<file path="src/rtl/ws2812_pkg.sv">
// ws2812_pkg: shared WS2812 link constants, FSM states and ns-to-cycle conversion
package ws2812_pkg;
  typedef enum logic [1:0] {SYNC, IDLE, HIGH, LOW} state_e;
  localparam int BITS_PER_WORD = 24;
  localparam int T0H_NS = 400;
  localparam int T1H_NS = 800;
  localparam int PERIOD_NS = 1250;
  localparam int RESET_NOM_NS = 50_000;
  function automatic int ns2cyc(input int f_clk, input int ns);
    return f_clk / 1_000_000 * ns / 1000;
  endfunction
endpackage

</file>
<file path="src/rtl/ws2812_pulse_timer.sv">
// ws2812_pulse_timer: din synchroniser, registered edge detect, high/low width counters
// clk_i, reset_n_i : clock, async active-low reset
// din_i            : raw serial line
// s2_o             : synchronised line level
// rise_o, fall_o   : one-cycle edge pulses
// hc_o             : width of current/last high pulse in cycles
// hc_over_o        : high pulse is about to exceed MAX_C
// lc_done_o        : line has been low for RESET_C cycles
module ws2812_pulse_timer #(
  parameter int MAX_C = 100,
  parameter int RESET_C = 2500,
  parameter int HW = 7,
  parameter int LW = 12
) (
  input  logic          clk_i,
  input  logic          reset_n_i,
  input  logic          din_i,
  output logic          s2_o,
  output logic          rise_o,
  output logic          fall_o,
  output logic [HW-1:0] hc_o,
  output logic          hc_over_o,
  output logic          lc_done_o
);
  logic s1_q, s2_q, s3_q, rise_q, fall_q;
  logic [HW-1:0] hc_q;
  logic [LW-1:0] lc_q;
  always_ff @(posedge clk_i or negedge reset_n_i) begin
    if (!reset_n_i) begin
      s1_q <= 1'b0;
      s2_q <= 1'b0;
      s3_q <= 1'b0;
      rise_q <= 1'b0;
      fall_q <= 1'b0;
      hc_q <= '0;
      lc_q <= '0;
    end else begin
      s1_q <= din_i;
      s2_q <= s1_q;
      s3_q <= s2_q;
      rise_q <= s2_q & ~s3_q;
      fall_q <= ~s2_q & s3_q;
      // s3 is the level aligned with the registered edges, so both counters measure exact widths
      hc_q <= rise_q ? HW'(1) : (s3_q && hc_q != HW'(MAX_C + 1)) ? hc_q + 1'b1 : hc_q;
      lc_q <= fall_q ? LW'(1) : (!s3_q && lc_q != LW'(RESET_C)) ? lc_q + 1'b1 : lc_q;
    end
  end
  assign s2_o = s2_q;
  assign rise_o = rise_q;
  assign fall_o = fall_q;
  assign hc_o = hc_q;
  assign hc_over_o = s3_q & ~rise_q & (hc_q == HW'(MAX_C));
  assign lc_done_o = ~s3_q & ~fall_q & (lc_q >= LW'(RESET_C - 1));
endmodule

</file>
<file path="src/rtl/ws2812_receiver.sv">
// ws2812_receiver: WS2812 NRZ decoder capturing 24-bit words and forwarding the rest of a frame
// clk_i, reset_n_i : clock, async active-low reset
// din_i            : serial LED data (asynchronous)
// data_out_o       : last captured {G,R,B} word
// data_valid_o     : pulse when data_out_o updates
// frame_end_o      : pulse on reset-length low gap after activity
// bit_error_o      : pulse on pulse-width violation
// dout_o           : forwarded serial stream
// word_count_o     : words decoded in current frame (saturating)
module ws2812_receiver
  import ws2812_pkg::*;
#(
  parameter int F_CLK = 50_000_000,
  parameter int THRESH_NS = 600,
  parameter int MIN_HIGH_NS = 150,
  parameter int MAX_HIGH_NS = 2000,
  parameter int RESET_NS = 50_000,
  parameter bit PASS_THROUGH = 1'b1
) (
  input  logic        clk_i,
  input  logic        reset_n_i,
  input  logic        din_i,
  output logic [23:0] data_out_o,
  output logic        data_valid_o,
  output logic        frame_end_o,
  output logic        bit_error_o,
  output logic        dout_o,
  output logic [15:0] word_count_o
);
  localparam int THRESH_C = ns2cyc(F_CLK, THRESH_NS);
  localparam int MIN_C = ns2cyc(F_CLK, MIN_HIGH_NS);
  localparam int MAX_C = ns2cyc(F_CLK, MAX_HIGH_NS);
  localparam int RESET_C = ns2cyc(F_CLK, RESET_NS);
  localparam int HW = $clog2(MAX_C + 2);
  localparam int LW = $clog2(RESET_C + 1);
  localparam int BW = $clog2(BITS_PER_WORD);
  logic s2, rise, fall, hc_over, lc_done, b;
  logic [HW-1:0] hc;
  state_e state_q, state_d;
  logic [BW-1:0] bitcnt_q, bitcnt_d;
  logic [23:0] shreg_q, shreg_d, data_q, data_d;
  logic dv_q, dv_d, fe_q, fe_d, err_q, err_d, fwd_q, fwd_d, dout_q;
  logic [15:0] wc_q, wc_d;
  ws2812_pulse_timer #(.MAX_C(MAX_C), .RESET_C(RESET_C), .HW(HW), .LW(LW)) u_tmr (
    .clk_i(clk_i),
    .reset_n_i(reset_n_i),
    .din_i(din_i),
    .s2_o(s2),
    .rise_o(rise),
    .fall_o(fall),
    .hc_o(hc),
    .hc_over_o(hc_over),
    .lc_done_o(lc_done)
  );
  assign b = hc >= HW'(THRESH_C);
  always_comb begin
    state_d = state_q;
    bitcnt_d = bitcnt_q;
    shreg_d = shreg_q;
    data_d = data_q;
    dv_d = 1'b0;
    fe_d = 1'b0;
    err_d = 1'b0;
    wc_d = wc_q;
    fwd_d = fwd_q;
    case (state_q)
      SYNC: state_d = lc_done ? IDLE : SYNC;
      IDLE: if (rise) begin
        wc_d = '0;
        bitcnt_d = '0;
        state_d = HIGH;
      end
      HIGH: if (hc_over || (fall && hc < HW'(MIN_C))) begin
        err_d = 1'b1;
        fwd_d = 1'b0;
        bitcnt_d = '0;
        state_d = SYNC;
      end else if (fall) begin
        shreg_d = {shreg_q[22:0], b};
        state_d = LOW;
        bitcnt_d = bitcnt_q + 1'b1;
        if (bitcnt_q == BW'(BITS_PER_WORD - 1)) begin
          bitcnt_d = '0;
          // once forwarding, later words are width-checked but not captured
          if (!(PASS_THROUGH && fwd_q)) begin
            data_d = {shreg_q[22:0], b};
            dv_d = 1'b1;
            wc_d = wc_q + {15'd0, ~&wc_q};
            fwd_d = PASS_THROUGH;
          end
        end
      end
      LOW: if (rise) state_d = HIGH;
      else if (lc_done) begin
        fe_d = 1'b1;
        fwd_d = 1'b0;
        bitcnt_d = '0;
        state_d = IDLE;
      end
      default: state_d = SYNC;
    endcase
  end
  always_ff @(posedge clk_i or negedge reset_n_i) begin
    if (!reset_n_i) begin
      state_q <= SYNC;
      bitcnt_q <= '0;
      shreg_q <= '0;
      data_q <= '0;
      dv_q <= 1'b0;
      fe_q <= 1'b0;
      err_q <= 1'b0;
      wc_q <= '0;
      fwd_q <= 1'b0;
      dout_q <= 1'b0;
    end else begin
      state_q <= state_d;
      bitcnt_q <= bitcnt_d;
      shreg_q <= shreg_d;
      data_q <= data_d;
      dv_q <= dv_d;
      fe_q <= fe_d;
      err_q <= err_d;
      wc_q <= wc_d;
      fwd_q <= fwd_d;
      dout_q <= s2 & fwd_q;
    end
  end
  assign data_out_o = data_q;
  assign data_valid_o = dv_q;
  assign frame_end_o = fe_q;
  assign bit_error_o = err_q;
  assign dout_o = dout_q;
  assign word_count_o = wc_q;
endmodule

</file>
<file path="config.mk">
export PLATFORM = sky130hd
export DESIGN_NAME = ws2812_receiver
export DESIGN_NICKNAME = d
export VERILOG_FILES = /design/src/rtl/ws2812_pkg.sv /design/src/rtl/ws2812_pulse_timer.sv /design/src/rtl/ws2812_receiver.sv
export SDC_FILE = /design/constraint.sdc
export NUM_CORES = 1
export LEC_CHECK = 0
export CAP_MARGIN = 15
export CORE_MARGIN = 2
export CORE_UTILIZATION = 56
export DETAILED_ROUTE_END_ITERATION = 10
export GPL_TIMING_DRIVEN = 0
export PLACE_DENSITY = 0.77
export SLEW_MARGIN = 10
export SYNTH_ARGS = -nofsm -noshare
export SYNTH_HDL_FRONTEND = slang
export SYNTH_SLANG_ARGS = --single-unit
</file>
<file path="constraint.sdc">
create_clock -name clk_i -period 2.95 [get_ports clk_i]
set_input_delay 0.4425 -clock clk_i [delete_from_list [all_inputs] [get_ports clk_i]]
set_output_delay 0.4425 -clock clk_i [all_outputs]
set_load 0.02 [all_outputs]
</file>
# == After elaboration in Yosys (flattened, before gate mapping) ==
# Index checks and enable logic that the tools add are counted.
# Widths: inputs -> output; s select.
# word_totals
ff_bits,99
in_bits,3
output_inout_bits,44
elab_cells,113
# op_classes
n_addsub,4
magnitude_cmp,3
n_eq_ne,17
muxes,40
n_bitwise,13
reduce_logical,19
# op_table
cell,n
$mux 16,5
$pmux 16 s2,1
$mux 5,6
$mux 12,2
$add 16x1->16,1
$mux 1,16
$reduce_and 16->1,1
$pmux 5 s3,1
$reduce_and 5->1,3
$mux 7,2
$add 12x1->12 const B,1
$ge 12x12->1 const B,1
$ne 12x12->1 const B,1
$mux 2,5
$ne 2x2->1 const B,5
$pmux 2 s4,1
$reduce_bool 2->1,4
$add 7x1->7 const B,1
$and 1x1->1,7
$eq 7x7->1 const B,1
$ge 7x5->1 const B,1
$lt 7x3->1 const B,1
$ne 7x7->1 const B,1
$ne 3x2->1 const B,2
other kinds (15),26

# == Logic depth before layout (Yosys ltp) ==
# Gate-level depths: netlist (run 1).
# logic_depth
depth_word,8
ltp_mapped,10
mapped_depth_nobuf,9

# == Modules after synthesis ==
# A second synthesis (run 1) with hierarchy kept.
# hier_totals
cells_unflattened,447
hier_area_um2,4684.5
# modules_own_cells
module,n_inst,cells_each,area_per_inst_um2,seq_area_each_um2
ws2812_receiver,1,329,3455.8,1876.8
ws2812_pulse_timer,1,118,1228.7,600.6

# == Worst setup path after synthesis (run 1) ==
# No wires, ideal clock.
# synth_timing
path_type,register to register
from,"register wc_q[7], in the netlist word_count_o[7]"
to,"register wc_q[14], in the netlist word_count_o[14]"
setup_time_ns,0.078
t_arrival_ns,2.355
t_required_ns,2.872
slack_ns,0.517
stages_incl_launch_ff,11
n_path_buf,1
period_less_slack_ns,2.433
path_cell_list,dfrtp_1 and4_1 and3_1 nand3_1 or3_1 ha_1 nand2_1 or3_1 buf_2 or4_1 a21oi_1
# synth_via
elab_chain_cells,8
# synth_rtl
element,line,rtl
"start, declared",ws2812_receiver.sv:43,"logic [15:0] wc_q, wc_d;"
"start signal, assigned",ws2812_receiver.sv:123,wc_q <= wc_d;
$reduce_and 16->1,ws2812_receiver.sv:88,"wc_d = wc_q + {15'd0, ~&wc_q};"
$logic_not 1->1,ws2812_receiver.sv:88,
$add 16x1->16 (*),ws2812_receiver.sv:88,
$mux 16 (*),ws2812_receiver.sv:85,if (!(PASS_THROUGH && fwd_q)) begin
$mux 16 (*),ws2812_receiver.sv:82,if (bitcnt_q == BW'(BITS_PER_WORD - 1)) begin
$mux 16 (*),ws2812_receiver.sv:78,end else if (fall) begin
$mux 16 (*),ws2812_receiver.sv:73,HIGH: if (hc_over || (fall && hc < HW'(MIN_C))) begin
$pmux 16 s2 (*),ws2812_receiver.sv:66,case (state_q)
# Mark *: on every way between the ends. The rest lies on a longest branch, timed or not. The select of a mux whose other input is x is not followed.
# A chain may end at the register's enable or synchronous reset.

# == Worst setup path in the final report (run 1) ==
# layout_timing
from,"register wc_q[7], in the netlist word_count_o[7]"
to,"register wc_q[9], in the netlist word_count_o[9]"
# Same word-level chain as after synthesis.

==> results of run 1 <==
[metrics by stage]
| stage | std cells | hold slack, ps |
|---|---|---|
| final | 551 | 84.7 |
| after global routing | 551 | 117 |
| after CTS | 551 | 97.6 |
| after detailed placement | 535 | 347 |
| after global placement | 534 | 342 |
| after floorplan | 386 | 147 |
[critical path, cell delays in order, from the launching register on]
cell,delay [ps]
dfrtp_1,480
and4_1,270
and3_1,190
nand3_1,120
or3_1,160
ha_1,180
nand2_1,110
or3_1,320
buf_2,180
or4_1,410
a21oi_1,170
[cell families (layout without fill, tap and decap cells)]
family / after synthesis / count (layout)
DFF: 99 / 99
muxes: 49 / 49
and+or+nand+nor: 128 / 128
AOI/OAI and AO/OA: 59 / 59
xor gates and xnor gates: 16 / 16
adders and majority gates: 9 / 9
buffers and inverters: 26 / 89
[layout make-up]
class / count / share of cell area [%]
buffer: 17 / 1.56
clock buffer: 10 / 2.56
clock inverter: 6 / 1.54
inverter: 9 / 0.629
multi-input combinational: 261 / 36.2
sequential: 99 / 46.1
tap: 102 / 2.37
timing repair buffer: 47 / 9.03
[where the power goes]
part           switching (mW)  total [mW]  internal [mW]
combinational           0.104       0.171         0.0670
sequential             0.0436        1.43           1.39
clock                   0.497       0.930          0.433
total                   0.645        2.53           1.89
[metal layers]
metal  vias to the layer above  wire [µm]  track usage, %
li1                       1533          -               -
met5                         -          0               0
met1                      1562       3980            29.4
met3                        13        304            3.21
met4                         0        105            5.68
met2                        60       4030            34.3
[sequential cells by signal, indices dropped and copies added, names as in the netlist, 2 cells and up]
name and cells:
shreg_q 23, word_count_o 16, state_q 2, u_tmr.lc_q 12
data_out_o 24, bitcnt_q 5, u_tmr.hc_o 7
[final timing paths]
check,endpoint,start,cells after the start,slack [ps]
hold / removal,word_count_o[13]$_DFFE_PN0P_,reset_n_i,1,80
max in group asynchronous,data_out_o[9]$_DFFE_PN0P_,reset_n_i,2,2200
min in group clk_i,u_tmr.s2_o$_DFF_PN0_,u_tmr.s1_q$_DFF_PN0_,0,370
hold reg to reg,u_tmr.s2_o$_DFF_PN0_,u_tmr.s1_q$_DFF_PN0_,0,370
setup reg to reg,word_count_o[9]$_DFFE_PN0P_,word_count_o[7]$_DFFE_PN0P_,10,270
setup / recovery,word_count_o[9]$_DFFE_PN0P_,word_count_o[7]$_DFFE_PN0P_,10,270
[cells in the final DEF (no fill, tap or decap), types with 7 or more instances in the layout]
master	Yosys	final
dfrtp_1	99	99
mux2_2	48	48
clkdlybuf4s50_1	0	45
nor2_1	26	26
nand2_1	22	22
a21oi_1	16	16
o31ai_1	14	14
nand4_1	13	13
or4_1	13	13
nand3_1	12	12
clkbuf_8	0	10
inv_1	9	9
o21ai_0	9	9
ha_1	9	9
or3_1	8	8
xor2_1	8	8
xnor2_1	8	8
and3_1	7	7
clkbuf_1	7	7
buf_2	7	7
==> impl_metrics.yaml, run 1 <==
sta:
  worst_pin_slew_ps: 639
  final.setup_skew_ps: 11.4
  period_minus_slack_ps: 2680
  max_clock_freq_mhz: 374
  setup_tns_ps: 0
  timing.final.ws_setup_ps: 273
  period_share_pct: 90.7
  drv_slew: 0
  finalSetupViolCount: 0
  hold_violations: 0
  rsz0062_at_grt: "false"
  relSlewSlack_pct: 57.2
pwr:
  p_total_mw: 2.53
  peakVddDrop_v: 0.000395
  powerDensity_mw_per_mm2: 472
  leakagePower_nw: 2.46
synthesis:
  syn-cell-area_mm2: 0.00454
  synth-seq-area-share_pct: 54.6
  synthSimpleGateAreaFrac_pct: 16.0
  ys_ff_latch: 99
  synth-xor-area-share_pct: 3.09
  syn_area_per_cell_um2: 11.8
  synth_edf_count: 0
  synth_top_family_by_area: "simple AND/OR/NAND/NOR gates"
  synth_compound_area_share_pct: 9.18
  netlist_instances: 386
  ys.flop_type: "dfrtp_1"
  synth_top_area_share_pct: 54.6
  yosys.cell_types.count: 53
  synth_area_leaders: "dfrtp_1 55%, mux2_2 12%, ha_1 2.5%"
  yosysTopAreaCell: "dfrtp_1"
  synthTopCellsByCount: "99 x dfrtp_1, 48 x mux2_2, 26 x nor2_1"
  ys_async_sr_fraction_pct: 100
  synth.most_common_cell: "dfrtp_1"
  muxShareOfSynthArea_pct: 12.1
  synth-adder-area-share_pct: 2.48
  ys_warn_count: 0
  synth_fp_nets: 398
route:
  initialDrtViolationCount: 159
  dr.pass1.iters: 4
  ant_nets: 0
  wl_per_cell_um: 15.3
  via_count: 3168
  drc_errors: 0
  drt-total-wl_um: 8420
  viasPerCell: 5.75
grt:
  grt_pass1_wl_um: 14800
  grt-ovfl-total: 0
  grt_max_degree: 54
  grt_usage_pct: 21.0
  grt_pass1_vias: 3138
  antenna_found_initial: 0
finish:
  insertedDiodeCount: 0
  regArea_mm2: 0.00248
  area.growth.synth_to_final_pct: 18.4
  final_util_pct: 68.8
  final_nets: 456
  drive_gt1_share_pct: 18.3
  fillers: 606
  fin_area_mm2: 0.00537
  multi_input_area_mm2: 0.00195
place:
  pre_cts_slack_ps: 316
  detailed_place.area_mm2: 0.00515
  io_buffers: 46
  place_congestion: 0.851
  hpwl_um: 5880
die:
  dieArea_mm2: 0.00884
  core_area_mm2: 0.00781
  die_y_um: 94.0
  num_rows: 32
  start_util_pct: 58.2
  io_pins: 47
  chipWidth_um: 94.0
clocking:
  ctsRootBufferMaster: "clkbuf_8"
  cts.path.max_buffers: 2
  cts_resized: 0
  insertion_delay_ps: 360
  postCtsSetupBuffers: 0
  numCtsBuffers: 9
  cts_tree: "yes"
  cts.sinks: 99
  clk_pin_slew_ps: 100
  cts_hold_buf: 0
  htreeDepth: 3
setup_path:
  critPathLaunchType: "register"
  cp.arrival_ps: 2960
  cp-end-kind: "register"
  critPathKind: "register to register"
  required_ps: 3240
  crit_fanout: 10
min_path:
  min-delay-path-class: "input port to asynchronous set/reset pin"
status:
  outcome: "complete, no violations"
job:
  maxCapViolCount: 0
Power figures use the tool's default switching activity.
==> inputs of run 2 (changes only) <==
HOLD_SLACK_MARGIN = 0.15   (was unset)
==> impl_metrics.yaml, run 2 (synthesized netlist as in run 1, its figures left out) <==
clocking:
  cts.path.max_buffers: 2
  htreeDepth: 3
  cts.sinks: 99
  cts_tree: "yes"
  numCtsBuffers: 9
  insertion_delay_ps: 360
  ctsRootBufferMaster: "clkbuf_8"
  clk_pin_slew_ps: 100
finish:
  fillers: 605
  final_cell_mix: "99 x dfrtp_1, 48 x mux2_2, 45 x clkdlybuf4s50_1, 26 x nor2_1, 22 x nand2_1"
  area.growth.synth_to_final_pct: 18.6
  largest_register_ffs: 24
  layout.cells.non_filler: 552
  final_nets: 457
  regArea_mm2: 0.00248
  insertedDiodeCount: 0
  drive_gt1_share_pct: 18.2
  fin_area_mm2: 0.00538
  mostFrequentLayoutCell: "dfrtp_1"
  multi_input_area_mm2: 0.00195
grt:
  grt-ovfl-total: 0
  grt_pass1_wl_um: 14800
  grt_max_degree: 54
  grt_pass1_vias: 3138
  grt_usage_pct: 21.0
  antenna_found_initial: 0
place:
  hpwl_um: 5880
  detailed_place.area_mm2: 0.00515
  pre_cts_slack_ps: 316
  place_congestion: 0.851
  io_buffers: 46
  place_inst: 535
sta:
  finalSetupViolCount: 0
  period_minus_slack_ps: 2670
  timing.final.ws_setup_ps: 281
  drv_slew: 0
  worst_pin_slew_ps: 633
  timing.hold.ws_ps: 368
  hold_violations: 0
  period_share_pct: 90.5
  final.setup_skew_ps: 11.1
  setup_tns_ps: 0
  rsz0062_at_grt: "false"
  max_clock_freq_mhz: 375
  relSlewSlack_pct: 57.1
pwr:
  powerDensity_mw_per_mm2: 471
  peakVddDrop_v: 0.000396
  leakagePower_nw: 2.47
route:
  dr.pass1.iters: 4
  viasPerCell: 5.68
  initialDrtViolationCount: 152
  wl_per_cell_um: 15.3
  ant_nets: 0
  via_count: 3138
  drc_errors: 0
  drt-total-wl_um: 8420
min_path:
  min-delay-path-class: "register to register"
die:
  io_pins: 47
  dieArea_mm2: 0.00884
  start_util_pct: 58.2
  core_area_mm2: 0.00781
  die_y_um: 94.0
  chipWidth_um: 94.0
  num_rows: 32
job:
  maxCapViolCount: 0
setup_path:
  critPathLaunchType: "register"
  critPathKind: "register to register"
  cp.arrival_ps: 2960
  crit_fanout: 10
  cp-end-kind: "register"
  required_ps: 3240
status:
  outcome: "complete, no violations"
## run 2: cell types whose count changed in the layout (fill, tap and decap cells not counted)
cell,delta
dlygate4sd3_1,+1
## run 2: area by class of cell
class,count,share of cell area [%]
clock inverters,6,1.53
plain buffers,17,1.56
flip-flops and latches,99,46.0
multi-input cells,261,36.1
clock buffers,10,2.56
well taps,102,2.37
repair buffers,48,9.20
inverters,9,0.627
## run 2: critical path, cell delays in order (launching register included)
cell and delay (ps):
dfrtp_1 480, and4_1 270, and3_1 190, nand3_1 120
or3_1 160, ha_1 180, nand2_1 110, or3_1 320
buf_2 180, or4_1 410, a21oi_1 170
## run 2: through the flow
| stage | power (mW) | util [%] |
|---|---|---|
| after CTS | 2.56 | 69.0 |
| after global placement | 1.62 | 65.7 |
| after floorplan | 1.56 | - |
| after detailed placement | 1.64 | 66.0 |
| after global routing | 2.65 | 69.0 |
| final | 2.54 | 69.0 |
## run 2: path summary, 6_finish.rpt
path	cells past startpoint	endpoint	start	slack [ps]
min in group asynchronous	2	word_count_o[13]$_DFFE_PN0P_	reset_n_i	630
max in group asynchronous	3	data_out_o[9]$_DFFE_PN0P_	reset_n_i	1650
worst min register to register	0	u_tmr.s2_o$_DFF_PN0_	u_tmr.s1_q$_DFF_PN0_	370
worst max register to register	10	word_count_o[9]$_DFFE_PN0P_	word_count_o[7]$_DFFE_PN0P_	280
worst max-delay path	10	word_count_o[9]$_DFFE_PN0P_	word_count_o[7]$_DFFE_PN0P_	280
worst min-delay path	0	u_tmr.s2_o$_DFF_PN0_	u_tmr.s1_q$_DFF_PN0_	370
## run 2: what timing repair did
action / in CTS / in global routing
hold buffers: 1 / 0
buffers inserted: 0 / 0
gates resized for setup: 0 / 0
endpoints found under the hold margin: 46 / 0
## run 2: power by group
group | switching [mW] | internal [mW] | total, mW
Combinational | 0.104 | 0.0679 | 0.172
Sequential | 0.0436 | 1.39 | 1.43
Clock | 0.497 | 0.433 | 0.930
Total | 0.645 | 1.89 | 2.54
## run 2: metal layers
metal / track usage, % / vias up / share of wire [%] / wire [µm]
met3: 3.21 / 7 / 3.5 / 291
li1: - / 1531 / - / -
met1: 29.4 / 1534 / 47 / 3990
met4: 5.68 / 0 / 0.84 / 71
met5: 0 / - / 0 / 0
met2: 34.3 / 66 / 48 / 4070
==> inputs of run 3 (changes only) <==
CORE_ASPECT_RATIO = 1.75   (was unset)
==> impl_metrics.yaml, run 3 (synthesized netlist as in run 1, its figures left out) <==
die:
  start_util_pct: 57.4
  dieArea_mm2: 0.00887
  chipWidth_um: 72.1
  num_rows: 43
  die_y_um: 123
  io_pins: 47
  core_area_mm2: 0.00791
min_path:
  min-delay-path-class: "register to register"
  hold_depth: 0
route:
  viasPerCell: 6.00
  drt-total-wl_um: 9430
  ant_nets: 0
  initialDrtViolationCount: 242
  drc_errors: 0
  wl_per_cell_um: 17.5
  via_count: 3238
  dr.pass1.iters: 4
setup_path:
  critPathLaunchType: "register"
  cp.arrival_ps: 2950
  cp-end-kind: "register"
  r2r_slack_ps: 270
  crit-reg2reg-capture: "word_count_o[10]$_DFFE_PN0P_"
  required_ps: 3220
  critPathKind: "register to register"
  reg2reg_depth: 10
  crit_fanout: 10
  crit_end: "word_count_o[10]$_DFFE_PN0P_"
  r2r_start: "word_count_o[7]$_DFFE_PN0P_"
  startpoint: "word_count_o[7]$_DFFE_PN0P_"
finish:
  drive_gt1_share_pct: 18.2
  final_nets: 457
  final_cell_mix: "99 x dfrtp_1, 48 x mux2_2, 45 x clkdlybuf4s50_1, 26 x nor2_1, 22 x nand2_1"
  mostFrequentLayoutCell: "dfrtp_1"
  largest_register_ffs: 24
  insertedDiodeCount: 0
  area.growth.synth_to_final_pct: 19.6
  final_util_pct: 68.7
sta:
  rsz0062_at_grt: "false"
  setup_tns_ps: 0
  relSlewSlack_pct: 54.4
  finalSetupViolCount: 0
  final.setup_skew_ps: 4.43
  period_minus_slack_ps: 2680
  hold_violations: 0
  max_clock_freq_mhz: 373
  timing.final.ws_setup_ps: 269
  drv_slew: 0
  worst_pin_slew_ps: 682
  period_share_pct: 90.9
pwr:
  powerDensity_mw_per_mm2: 501
  p_total_mw: 2.72
  peakVddDrop_v: 0.000444
  leakagePower_nw: 2.49
clocking:
  cts_tree: "yes"
  clk_pin_slew_ps: 70
  cts.sinks: 99
  numCtsBuffers: 9
  htreeDepth: 3
  ctsRootBufferMaster: "clkbuf_16"
  cts.path.max_buffers: 2
  insertion_delay_ps: 350
  cts_resized: 0
grt:
  antenna_found_initial: 0
  grt-ovfl-total: 0
  grt_pass1_vias: 3384
  grt_usage_pct: 23.3
  grt_max_degree: 67
  grt_pass1_wl_um: 15800
status:
  outcome: "complete, no violations"
place:
  place_congestion: 0.841
  io_buffers: 46
  hpwl_um: 6490
  pre_cts_slack_ps: 288
job:
  maxCapViolCount: 0
==> run 3: cell types whose count changed in the layout (fill, tap and decap cells not counted), sizes merged <==
| cell | change |
|---|---|
| clkinvlp | +1 |
| clkbuf | -1 |
| bufinv | -1 |
| inv | +1 |
==> run 3: final cells by class <==
class                   instances  area (µm²)
clock inverters                 7        58.8
multi-input cells             261        1950
well taps                      90         113
repair buffers                 48         495
inverters                       9        33.8
plain buffers                  17        83.8
clock buffers                   9         225
fillers                       607        2480
flip-flops and latches         99        2480
==> run 3: layer usage <==
layer | track usage [%] | wire length, µm
met3 | 5.79 | 366
met5 | 0 | 0
met2 | 42.4 | 5260
met4 | 9.32 | 169
met1 | 25.4 | 3640
==> run 3: critical path, stage by stage, from the launching register on <==
cell     delay, ps
dfrtp_1        480
and4_1         290
and3_1         210
nand3_1        120
or3_1          150
ha_1           160
nand2_1        110
or3_1          310
buf_2          190
or4_1          400
a21oi_1        170
==> run 3: how the worst min path moves through the flow <==
| stage | to | startpoint | slack, ps |
|---|---|---|---|
| finish | u_tmr.s2_o$_DFF_PN0_ | u_tmr.s1_q$_DFF_PN0_ | 360 |
| CTS | u_tmr.s2_o$_DFF_PN0_ | u_tmr.s1_q$_DFF_PN0_ | 370 |
| detailed placement | u_tmr.s2_o$_DFF_PN0_ | u_tmr.s1_q$_DFF_PN0_ | 340 |
| global route | u_tmr.s2_o$_DFF_PN0_ | u_tmr.s1_q$_DFF_PN0_ | 390 |
| global placement | u_tmr.s2_o$_DFF_PN0_ | u_tmr.s1_q$_DFF_PN0_ | 330 |
| floorplan | bit_error_o$_DFF_PN0_ | reset_n_i | 150 |
==> run 3: report_power, final <==
group          total (mW)  internal (mW)  switching, mW
clock                1.12          0.583          0.534
combinational       0.170         0.0675          0.103
sequential           1.44           1.39         0.0459
==> run 3: through the flow <==
stage	hold slack, ps	instances	cell area [µm²]
after detailed placement	336	523	5140
after floorplan	147	386	4540
after CTS	370	540	5430
after global placement	335	522	5110
final	364	540	5430
after global routing	386	540	5430
==> run 3: timing repair <==
action | CTS | global route
hold endpoints to repair | 33 | 0
hold buffers | 1 | 0
endpoints found under the setup margin | 0 | 0
buffers inserted | 0 | 0
